`src/rtl/doc_pkg.sv`:
```
// rtl/doc_pkg.sv - shared constants and FSM state type for the DOC host responder
package doc_pkg;

  localparam logic [7:0] DOC_E0_ADDR = 8'hE0;
  localparam int         DOC_NUM_OSC = 32;
  localparam int         DOC_OSC_W   = 5;

  typedef enum logic [2:0] {
    ST_IDLE,
    ST_FETCH,
    ST_FETCH_DATA,
    ST_HOST_WR,
    ST_PREFETCH,
    ST_PREFETCH_DATA
  } state_e;

endpackage

```
`src/rtl/doc_regfile.sv`:
```
// rtl/doc_regfile.sv - 256x8 DOC register file, one sync write port, registered and combinational read ports
module doc_regfile (
  input  logic       clk,
  input  logic       reset,
  input  logic       we_i,
  input  logic [7:0] waddr_i,
  input  logic [7:0] wdata_i,
  input  logic [7:0] raddr_a_i,
  output logic [7:0] rdata_a_o,
  input  logic [7:0] raddr_b_i,
  output logic [7:0] rdata_b_o
);

  logic [7:0] mem_q [256];
  logic [7:0] rdata_a_q;

  always_ff @(posedge clk) begin
    if (we_i) mem_q[waddr_i] <= wdata_i;
  end

  // Write-first: a write landing this edge is what port A returns.
  always_ff @(posedge clk) begin
    if (reset)                             rdata_a_q <= 8'h00;
    else if (we_i && waddr_i == raddr_a_i) rdata_a_q <= wdata_i;
    else                                   rdata_a_q <= mem_q[raddr_a_i];
  end

  assign rdata_a_o = rdata_a_q;
  assign rdata_b_o = mem_q[raddr_b_i];

endmodule

```
`src/rtl/doc_host_responder.sv`:
```
// rtl/doc_host_responder.sv - DOC regfile owner, sound-RAM arbiter, host prefetch and E0 interrupt state
module doc_host_responder
  import doc_pkg::*;
#(
  parameter logic [7:0] E0_ADDR = DOC_E0_ADDR,
  parameter int         NUM_OSC = DOC_NUM_OSC
) (
  input  logic        clk,
  input  logic        reset,
  input  logic        doc_enable_i,
  input  logic        ram_access_i,
  input  logic [15:0] sound_addr_i,
  input  logic [7:0]  sound_data_out_i,
  input  logic        doc_host_en_i,
  input  logic        doc_wr_i,
  input  logic        ram_wr_i,
  output logic [7:0]  sound_data_in_o,
  input  logic [7:0]  eng_raddr_i,
  output logic [7:0]  eng_rdata_o,
  input  logic        eng_we_i,
  input  logic [7:0]  eng_waddr_i,
  input  logic [7:0]  eng_wdata_i,
  input  logic        irq_set_i,
  input  logic [4:0]  irq_osc_i,
  output logic        irq_o,
  input  logic        fetch_req_i,
  input  logic [15:0] fetch_addr_i,
  output logic        fetch_grant_o,
  output logic [7:0]  fetch_data_o,
  output logic [15:0] mem_addr_o,
  output logic        mem_we_o,
  output logic [7:0]  mem_wdata_o,
  input  logic [7:0]  mem_rdata_i
);

  state_e               state_q, state_d;
  logic [7:0]           sd_q, sd_d;
  logic                 pf_pend_q, pf_pend_d;
  logic                 lat_v_q;
  logic [15:0]          lat_addr_q;
  logic [7:0]           lat_data_q;
  logic                 eb_v_q;
  logic [7:0]           eb_addr_q, eb_data_q;
  logic [NUM_OSC-1:0]   pend_q, pend_d, set_mask, clr_mask;
  logic [DOC_OSC_W-1:0] low_osc;
  logic [7:0]           reg_addr, reg_rdata, reg_val;
  logic                 host_we, rf_we, e0_clr, we_raw, lat_clr, pf_take;
  logic [7:0]           rf_waddr, rf_wdata;

  assign reg_addr = sound_addr_i[7:0];
  assign host_we  = doc_wr_i && (reg_addr != E0_ADDR);

  // Host owns the write port; a displaced engine write waits one cycle in eb_*.
  always_comb begin
    rf_we    = 1'b1;
    rf_waddr = reg_addr;
    rf_wdata = sound_data_out_i;
    if (!host_we) begin
      if (eb_v_q) begin
        rf_waddr = eb_addr_q;
        rf_wdata = eb_data_q;
      end else if (eng_we_i) begin
        rf_waddr = eng_waddr_i;
        rf_wdata = eng_wdata_i;
      end else begin
        rf_we = 1'b0;
      end
    end
  end

  doc_regfile u_regfile (
    .clk       (clk),
    .reset     (reset),
    .we_i      (rf_we),
    .waddr_i   (rf_waddr),
    .wdata_i   (rf_wdata),
    .raddr_a_i (eng_raddr_i),
    .rdata_a_o (eng_rdata_o),
    .raddr_b_i (reg_addr),
    .rdata_b_o (reg_rdata)
  );

  always_comb begin
    low_osc = '1;
    for (int i = NUM_OSC - 1; i >= 0; i--) begin
      if (pend_q[i]) low_osc = DOC_OSC_W'(i);
    end
  end

  assign irq_o    = |pend_q;
  assign reg_val  = (reg_addr == E0_ADDR) ? {~irq_o, 1'b1, low_osc, 1'b1} : reg_rdata;
  assign e0_clr   = doc_host_en_i && !doc_wr_i && (reg_addr == E0_ADDR);
  assign set_mask = irq_set_i ? (NUM_OSC'(1) << irq_osc_i) : '0;
  assign clr_mask = e0_clr ? (NUM_OSC'(1) << low_osc) : '0;
  assign pend_d   = (pend_q & ~clr_mask) | set_mask;

  always_comb begin
    state_d       = state_q;
    sd_d          = sd_q;
    fetch_grant_o = 1'b0;
    fetch_data_o  = 8'h00;
    mem_addr_o    = 16'h0000;
    mem_wdata_o   = 8'h00;
    we_raw        = 1'b0;
    lat_clr       = 1'b0;
    pf_take       = 1'b0;
    case (state_q)
      ST_IDLE: begin
        if (fetch_req_i)                     state_d = ST_FETCH;
        else if (lat_v_q)                    state_d = ST_HOST_WR;
        else if (doc_enable_i || pf_pend_q) begin
          state_d = ST_PREFETCH;
          pf_take = 1'b1;
        end
      end
      ST_FETCH: begin
        mem_addr_o = fetch_addr_i;
        state_d    = ST_FETCH_DATA;
      end
      ST_FETCH_DATA: begin
        fetch_grant_o = 1'b1;
        fetch_data_o  = mem_rdata_i;
        state_d       = ST_IDLE;
      end
      ST_HOST_WR: begin
        mem_addr_o  = lat_addr_q;
        mem_wdata_o = lat_data_q;
        we_raw      = 1'b1;
        lat_clr     = 1'b1;
        state_d     = ST_IDLE;
      end
      ST_PREFETCH: begin
        if (ram_access_i) begin
          mem_addr_o = sound_addr_i;
          state_d    = ST_PREFETCH_DATA;
        end else begin
          sd_d    = reg_val;
          state_d = ST_IDLE;
        end
      end
      ST_PREFETCH_DATA: begin
        sd_d    = mem_rdata_i;
        state_d = ST_IDLE;
      end
      default: state_d = ST_IDLE;
    endcase
  end

  // Reset must suppress a write already presented in the HOST_WR cycle.
  assign mem_we_o        = we_raw && !reset;
  assign pf_pend_d       = (pf_pend_q || doc_enable_i) && !pf_take;
  assign sound_data_in_o = sd_q;

  always_ff @(posedge clk) begin
    if (reset) begin
      state_q   <= ST_IDLE;
      sd_q      <= 8'h00;
      pf_pend_q <= 1'b0;
      pend_q    <= '0;
      lat_v_q   <= 1'b0;
      eb_v_q    <= 1'b0;
    end else begin
      state_q   <= state_d;
      sd_q      <= sd_d;
      pf_pend_q <= pf_pend_d;
      pend_q    <= pend_d;
      if (ram_wr_i)     lat_v_q <= 1'b1;
      else if (lat_clr) lat_v_q <= 1'b0;
      if ((host_we || eb_v_q) && eng_we_i) eb_v_q <= 1'b1;
      else if (!host_we)                   eb_v_q <= 1'b0;
      else if (eb_addr_q == reg_addr)      eb_v_q <= 1'b0;
    end
  end

  always_ff @(posedge clk) begin
    if (ram_wr_i) begin
      lat_addr_q <= sound_addr_i;
      lat_data_q <= sound_data_out_i;
    end
    if ((host_we || eb_v_q) && eng_we_i) begin
      eb_addr_q <= eng_waddr_i;
      eb_data_q <= eng_wdata_i;
    end
  end

endmodule

```
`config.mk`:
```
export PLATFORM = sky130hd
export DESIGN_NAME = doc_host_responder
export DESIGN_NICKNAME = d
export VERILOG_FILES = /design/src/rtl/doc_pkg.sv /design/src/rtl/doc_regfile.sv /design/src/rtl/doc_host_responder.sv
export SDC_FILE = /design/constraint.sdc
export NUM_CORES = 2
export LEC_CHECK = 0
export CAP_MARGIN = 20
export CORE_AREA = 2 2 407 409
export CTS_CLUSTER_DIAMETER = 100
export DETAILED_ROUTE_END_ITERATION = 8
export DIE_AREA = 0 0 409 411
export HOLD_SLACK_MARGIN = 0.1
export PLACE_DENSITY_LB_ADDON = 0.08
export SKIP_CTS_REPAIR_TIMING = 1
export SYNTH_ARGS = -nofsm -noshare
export SYNTH_HDL_FRONTEND = slang
export SYNTH_SLANG_ARGS = --single-unit
```
`constraint.sdc`:
```
create_clock -name clk -period 7 [get_ports clk]
set_input_delay 1.05 -clock clk [delete_from_list [all_inputs] [get_ports clk]]
set_output_delay 1.05 -clock clk [all_outputs]
set_load 0.02 [all_outputs]
```
### Yosys cells after proc, flatten, opt, wreduce, memory -nomap -nowiden

Memories as Yosys holds them, arrays and structs flattened. A register that Yosys moved wholly into a read port is not among the register bits.
Index checks and enable logic that the tools add are counted.

| operators by class | value |
|---|---|
| bitwise logic cells | 4 |
| shift operators | 2 |
| reduce and logical (&&, ||, !) cells | 16 |
| equal/unequal tests | 11 |
| mux-type cells | 67 |

Operator list:

| cell | number |
|---|---|
| 5-bit 2-to-1 mux | 30 |
| 8-bit 2-to-1 mux | 10 |
| 32-bit 2-to-1 mux | 2 |
| 1-bit by 5-bit left shift with 32-bit output, first input constant | 2 |
| 16-bit case mux with 3 select lines | 1 |
| 32-bit AND | 1 |
| 32-bit inverter | 1 |
| 32-bit OR | 1 |
| 32-bit OR reduction | 1 |
| 1-bit 2-to-1 mux | 17 |
| 16-bit 2-to-1 mux | 1 |
| 8-bit case mux with 2 select lines | 1 |
| 3-bit 2-to-1 mux | 4 |
| 3-bit case mux with 3 select lines | 1 |
| 8-bit equality test | 1 |
| 8-bit equality test, second input constant | 1 |
| 8-bit inequality test, second input constant | 1 |
| 3-bit by 2-bit equality test with 1-bit output, second input constant | 2 |
| 3-bit equality test, second input constant | 2 |
| 1-bit logical AND | 6 |
| 4-bit inequality test, second input constant | 1 |
| 2-bit nonzero test | 2 |
| 3-bit by 1-bit equality test with 1-bit output, second input constant | 1 |
| 1-bit zero test | 3 |
| 6 further kinds | 7 |

| word-level totals | value |
|---|---|
| output and inout bits | 51 |
| flip-flop bits (word level) | 86 |
| memories kept | 1 |
| bits in writable memories | 2048 |
| input port bits | 87 |

Memories:

| memory | words | width | rd ports | clocked after Yosys merged registers in | write ports | line | text |
|---|---|---|---|---|---|---|---|
| u_regfile.mem_q | 256 | 8 | 2 | 1 | 1 | doc_regfile.sv:14 | `logic [7:0] mem_q [256];` |

### Logic depth before layout (Yosys ltp)

| depth | value |
|---|---|
| depth after elaboration | 36 |
| gate-level depth with buffers | 15 |
| mapped depth without buffers | 8 |

### By module

A second synthesis with hierarchy kept.

| second synthesis, totals | value |
|---|---|
| cells, all modules | 5585 |
| area total of the unflattened synthesis | 100462.6 um2 |

By module, submodules not included:

| module | area an instance (um2) | instances | cells each |
|---|---|---|---|
| doc_regfile | 95464.1 | 1 | 5038 |
| doc_host_responder | 4998.5 | 1 | 547 |

### Worst setup path before layout

OpenSTA, ideal clock, no wires.

| timing | value |
|---|---|
| kind | in2reg |
| start point | input sound_addr_i[1] |
| end point | memory u_regfile.mem_q[0][0] (data pin) |
| slack | 990 ps |
| library setup time | 771 ps |
| arrival | 5239 ps |
| cell stages on the path | 9 |
| path through | buf_4 > nor4_2 > nand3_1 > buf_2 > nand2_1 > nand3_1 > a21oi_1 > a221oi_1 > inv_1 |

| on the way | value |
|---|---|
| cells in the longest elaborated chain, start to end | 3 |

Ends and longest elaborated chain:

| what | line | text |
|---|---|---|
| start: declaration | doc_host_responder.sv:12 | `input logic [15:0] sound_addr_i,` |
| 8-bit inequality test | doc_host_responder.sv:51 | `assign host_we = doc_wr_i && (reg_addr != E0_ADDR);` |
| 1-bit logical AND | doc_host_responder.sv:51 |  |
| 8-bit 2-to-1 mux | doc_host_responder.sv:58 | `if (!host_we) begin` |
| via rf_wdata[0] | doc_host_responder.sv:48 | `logic [7:0] rf_waddr, rf_wdata;` |
| end: declaration | doc_regfile.sv:14 |  |

The timed path passes the listed nets, and every way through them passes these cells.

### Worst setup path in the final report

| timing | value |
|---|---|
| start point | input doc_wr_i |
| end point | memory u_regfile.mem_q[141][6] (enable) |

| on the way | value |
|---|---|
| cells in the longest elaborated chain, start to end | 4 |
| elaborated cells on any way between the ends | 5 |
| classes of those cells | mux: 4; reduce/logical: 1 |

Ends and longest elaborated chain:

| what | line | text |
|---|---|---|
| start: declaration | doc_host_responder.sv:15 | `input logic doc_wr_i,` |
| 1-bit logical AND (*) | doc_host_responder.sv:51 |  |
| 1-bit 2-to-1 mux | doc_host_responder.sv:58 |  |
| 1-bit 2-to-1 mux | doc_regfile.sv:18 | `if (we_i) mem_q[waddr_i] <= wdata_i;` |
| 1-bit 2-to-1 mux (implied by the code) | doc_regfile.sv:18 |  |

Mark *: on every way between the ends. The rest lies on a longest branch, timed or not.

==> results by group <==
Placement
  • DP Cell Count: 7,337
  • Placement Cell Area: 105,000 sq um
  • Port bufs: 137
  • Dpl hpwl: 211,000 um
  • Placer Congestion: 1.03
  • Placement-stage worst setup slack: 0.857 ns

STA
  • Worst Max-Slew Pin Slew: 1.25 ns
  • Maximum operating frequency: 0.177 GHz
  • Slew headroom: 16.3%
  • # setup viols final: 0
  • Final Max Slew Viols: 0
  • Minimum clock period after layout: 5.64 ns
  • Fin crit share: 80.5%
  • Skew final: 0.0400 ns
  • Setup TNS: 0 ns
  • Hold Vio Cnt, Final: 0
  • Slack of the critical path: 1.36 ns
  • RSZ-0062 raised after global routing: no

Cells and area
  • Final Non-Filler Cells: 7,753
  • Nets@finish: 5,459
  • Cell area after layout: 112,000 sq um
  • Fraction of layout cells with a size suffix above 1: 31.3%
  • Final core occ: 68.3%
  • Area Overhead vs Synth: 10.9%

Power
  • Sw Share: 24.3%
  • Comb pwr share: 10.5%
  • Pint: 22.1 mW
  • Sequential Power Share: 49.4%
  • Power density cells: 261 nW/um^2
  • Peak supply drop: 328 uV
  • Psw: 7.08 mW
  • Clock power frac: 40.1%
  • Leak pwr: 34.8 nW

Worst setup path
  • CP Capture Type: flop
  • CP max stage cell: clkdlybuf4s50_1
  • Max stage delay on crit path: 0.82 ns
  • CP bufs+invs: 3
  • Worst-path fanout max: 16
  • WS Path Type: primary input to flop
  • Critical path arrival: 6.11 ns
  • Top delay family on crit path: simple AND/OR/NAND/NOR gates
  • Critical-path cell list: clkdlybuf4s50_1 -> inv_1 -> a31oi_4 -> a21oi_1 -> a211oi_1 -> nor2b_1 -> nand3_2 -> buf_4 -> nor2_1
  • Critical path data required time: 7.47 ns
  • Worst setup SP type: primary input

Route
  • Starting DRC count in detailed routing: 10,910
  • DR vias: 59,842
  • Average wire per standard cell: 41.2 um
  • Vias per inst: 7.72
  • Drt total wl: 320,000 um
  • Post-route ant nets: 0
  • Drt drc: 0
  • Drt pass-1 iters: 7

Clock network
  • CTS Buf Count: 215
  • CTS tree: done
  • Root Buffer: clkbuf_16
  • Sink Count: 2,142
  • Clk slew on worst S/H paths: 0.06 ns
  • Clk buf depth: 3
  • Worst-skew pair later-pin latency: 0.88 ns
  • H-tree depth: 4

Global routing
  • Number of global-route vias before repair: 57,689
  • Total GRT Usage: 38.3%
  • Grt total ovfl: 0
  • Initial antenna violation count: 16
  • First-pass GRT wire length: 445,000 um
  • Largest net degree at the start of global routing: 148

Synth
  • Post-synth EDFFs: 2,088
  • Post-synthesis sequential area ratio: 63.2%
  • Synth cell types: 73
  • Yosys top cell by area: edfxtp_1
  • Mapped cell area: 101,000 sq um
  • Post-Synthesis Cells: 5,239
  • Synth top area share: 62.1%
  • YS warnings: 0
  • Post-Syn Nets: 5,326
  • Most frequent cell after synthesis: edfxtp_1
  • Synth top area cells: edfxtp_1, mux4_2, mux2i_1, nor2_1, dfxtp_1
  • Synth Flop Type: edfxtp_1
  • Synth Register Bits: 2,142
  • Async SR Flop Fraction: 0%
  • Commonest cells post-synth: edfxtp_1, mux4_2, nor2_1
  • Mean area per synthesized cell: 19.3 sq um

Run
  • Max-cap violations: 0

Floorplanning
  • Die H: 411 um
  • Die span in x: 409 um
  • Initial Utilization: 61.6%
  • I/O Pins: 138
  • FP Rows: 149
  • Die area: 168,000 sq um
  • Core area: 164,000 sq um

Min path
  • Worst hold path type: flop to flop

Outcome
  • Status: finished clean
-- state kept, by name (all words and copies together), names as in the netlist --
register,flops
eb_addr_q,8
lat_v_q,1
lat_addr_q,16
u_regfile.rdata_a_o,8
u_regfile.mem_q,2048
pend_q,32
eb_data_q,8
state_q,3
sound_data_in_o,8
eb_v_q,1
lat_data_q,8
pf_pend_q,1
-- through the flow --
stage,hold slack (ns),power (mW)
detailed placement,0.472,17.7
floorplan,0.454,16.5
finish,0.475,29.2
CTS,0.480,29.1
global route,0.517,29.7
global placement,0.469,17.6
-- power by group through the flow --
stage	logic (mW)	registers [mW]	clock network, mW
5_1_grt	3.12	14.4	12.2
3_5_place_dp	2.98	14.7	0
2_1_floorplan	1.70	14.8	0
6_report	3.06	14.4	11.7
3_3_place_gp	2.96	14.7	0
4_1_cts	2.98	14.4	11.7
-- path summary, 6_finish.rpt --
check	to	from	slack, ns	cells after the start
max reg2reg	u_regfile.mem_q[58][3]	eb_v_q	2.38	9
min	pend_q[31]	pend_q[31]	0.48	2
min reg2reg	pend_q[31]	pend_q[31]	0.48	2
max	u_regfile.mem_q[141][6]	doc_wr_i	1.36	9
-- cell families (layout without fill, tap and decap cells) --
group,count (synthesis),after routing,synth area share (%)
simple gates,759,759,3.41
other cells,0,6,0
buf+inv,473,792,2.38
xor+xnor,16,16,0.139
mux,1335,1335,27.3
compound gates,514,514,3.59
flops,2142,2142,63.2
-- routing by layer --
metal	vias up	global-route usage [%]	share of wire, %
li1	22805	-	-
met3	724	13.0	15
met4	14	16.5	5.2
met5	-	0.0565	0.030
met2	4954	56.0	45
met1	31345	53.3	35
-- worst min-delay path, delay by kind of cell, from the launching register on --
family / cells / cell delay (ns)
DFF: 1 / 0.30
AOI/OAI and AO/OA: 2 / 0.12
-- placed cells by master (no fill, tap or decap), types with 66 or more instances in the layout --
cell type | netlist | layout
a21oi_1 | 129 | 129
buf_4 | 38 | 163
clkbuf_16 | 0 | 219
clkdlybuf4s50_1 | 0 | 122
edfxtp_1 | 2088 | 2088
mux2i_1 | 166 | 166
mux4_2 | 1127 | 1127
nand2_1 | 163 | 163
nor2_1 | 326 | 324
o221ai_1 | 66 | 66
-- final cells by class --
type / instances / area (sq um)
multi-input cells: 2624 / 34800
inverters: 56 / 275
fillers: 10300 / 52000
diodes: 6 / 15.0
clock inverters: 141 / 1410
well taps: 2189 / 2740
clock buffers: 262 / 5670
repair buffers: 333 / 3200
flip-flops and latches: 2142 / 63800
(Power assumes the default switching activity.)
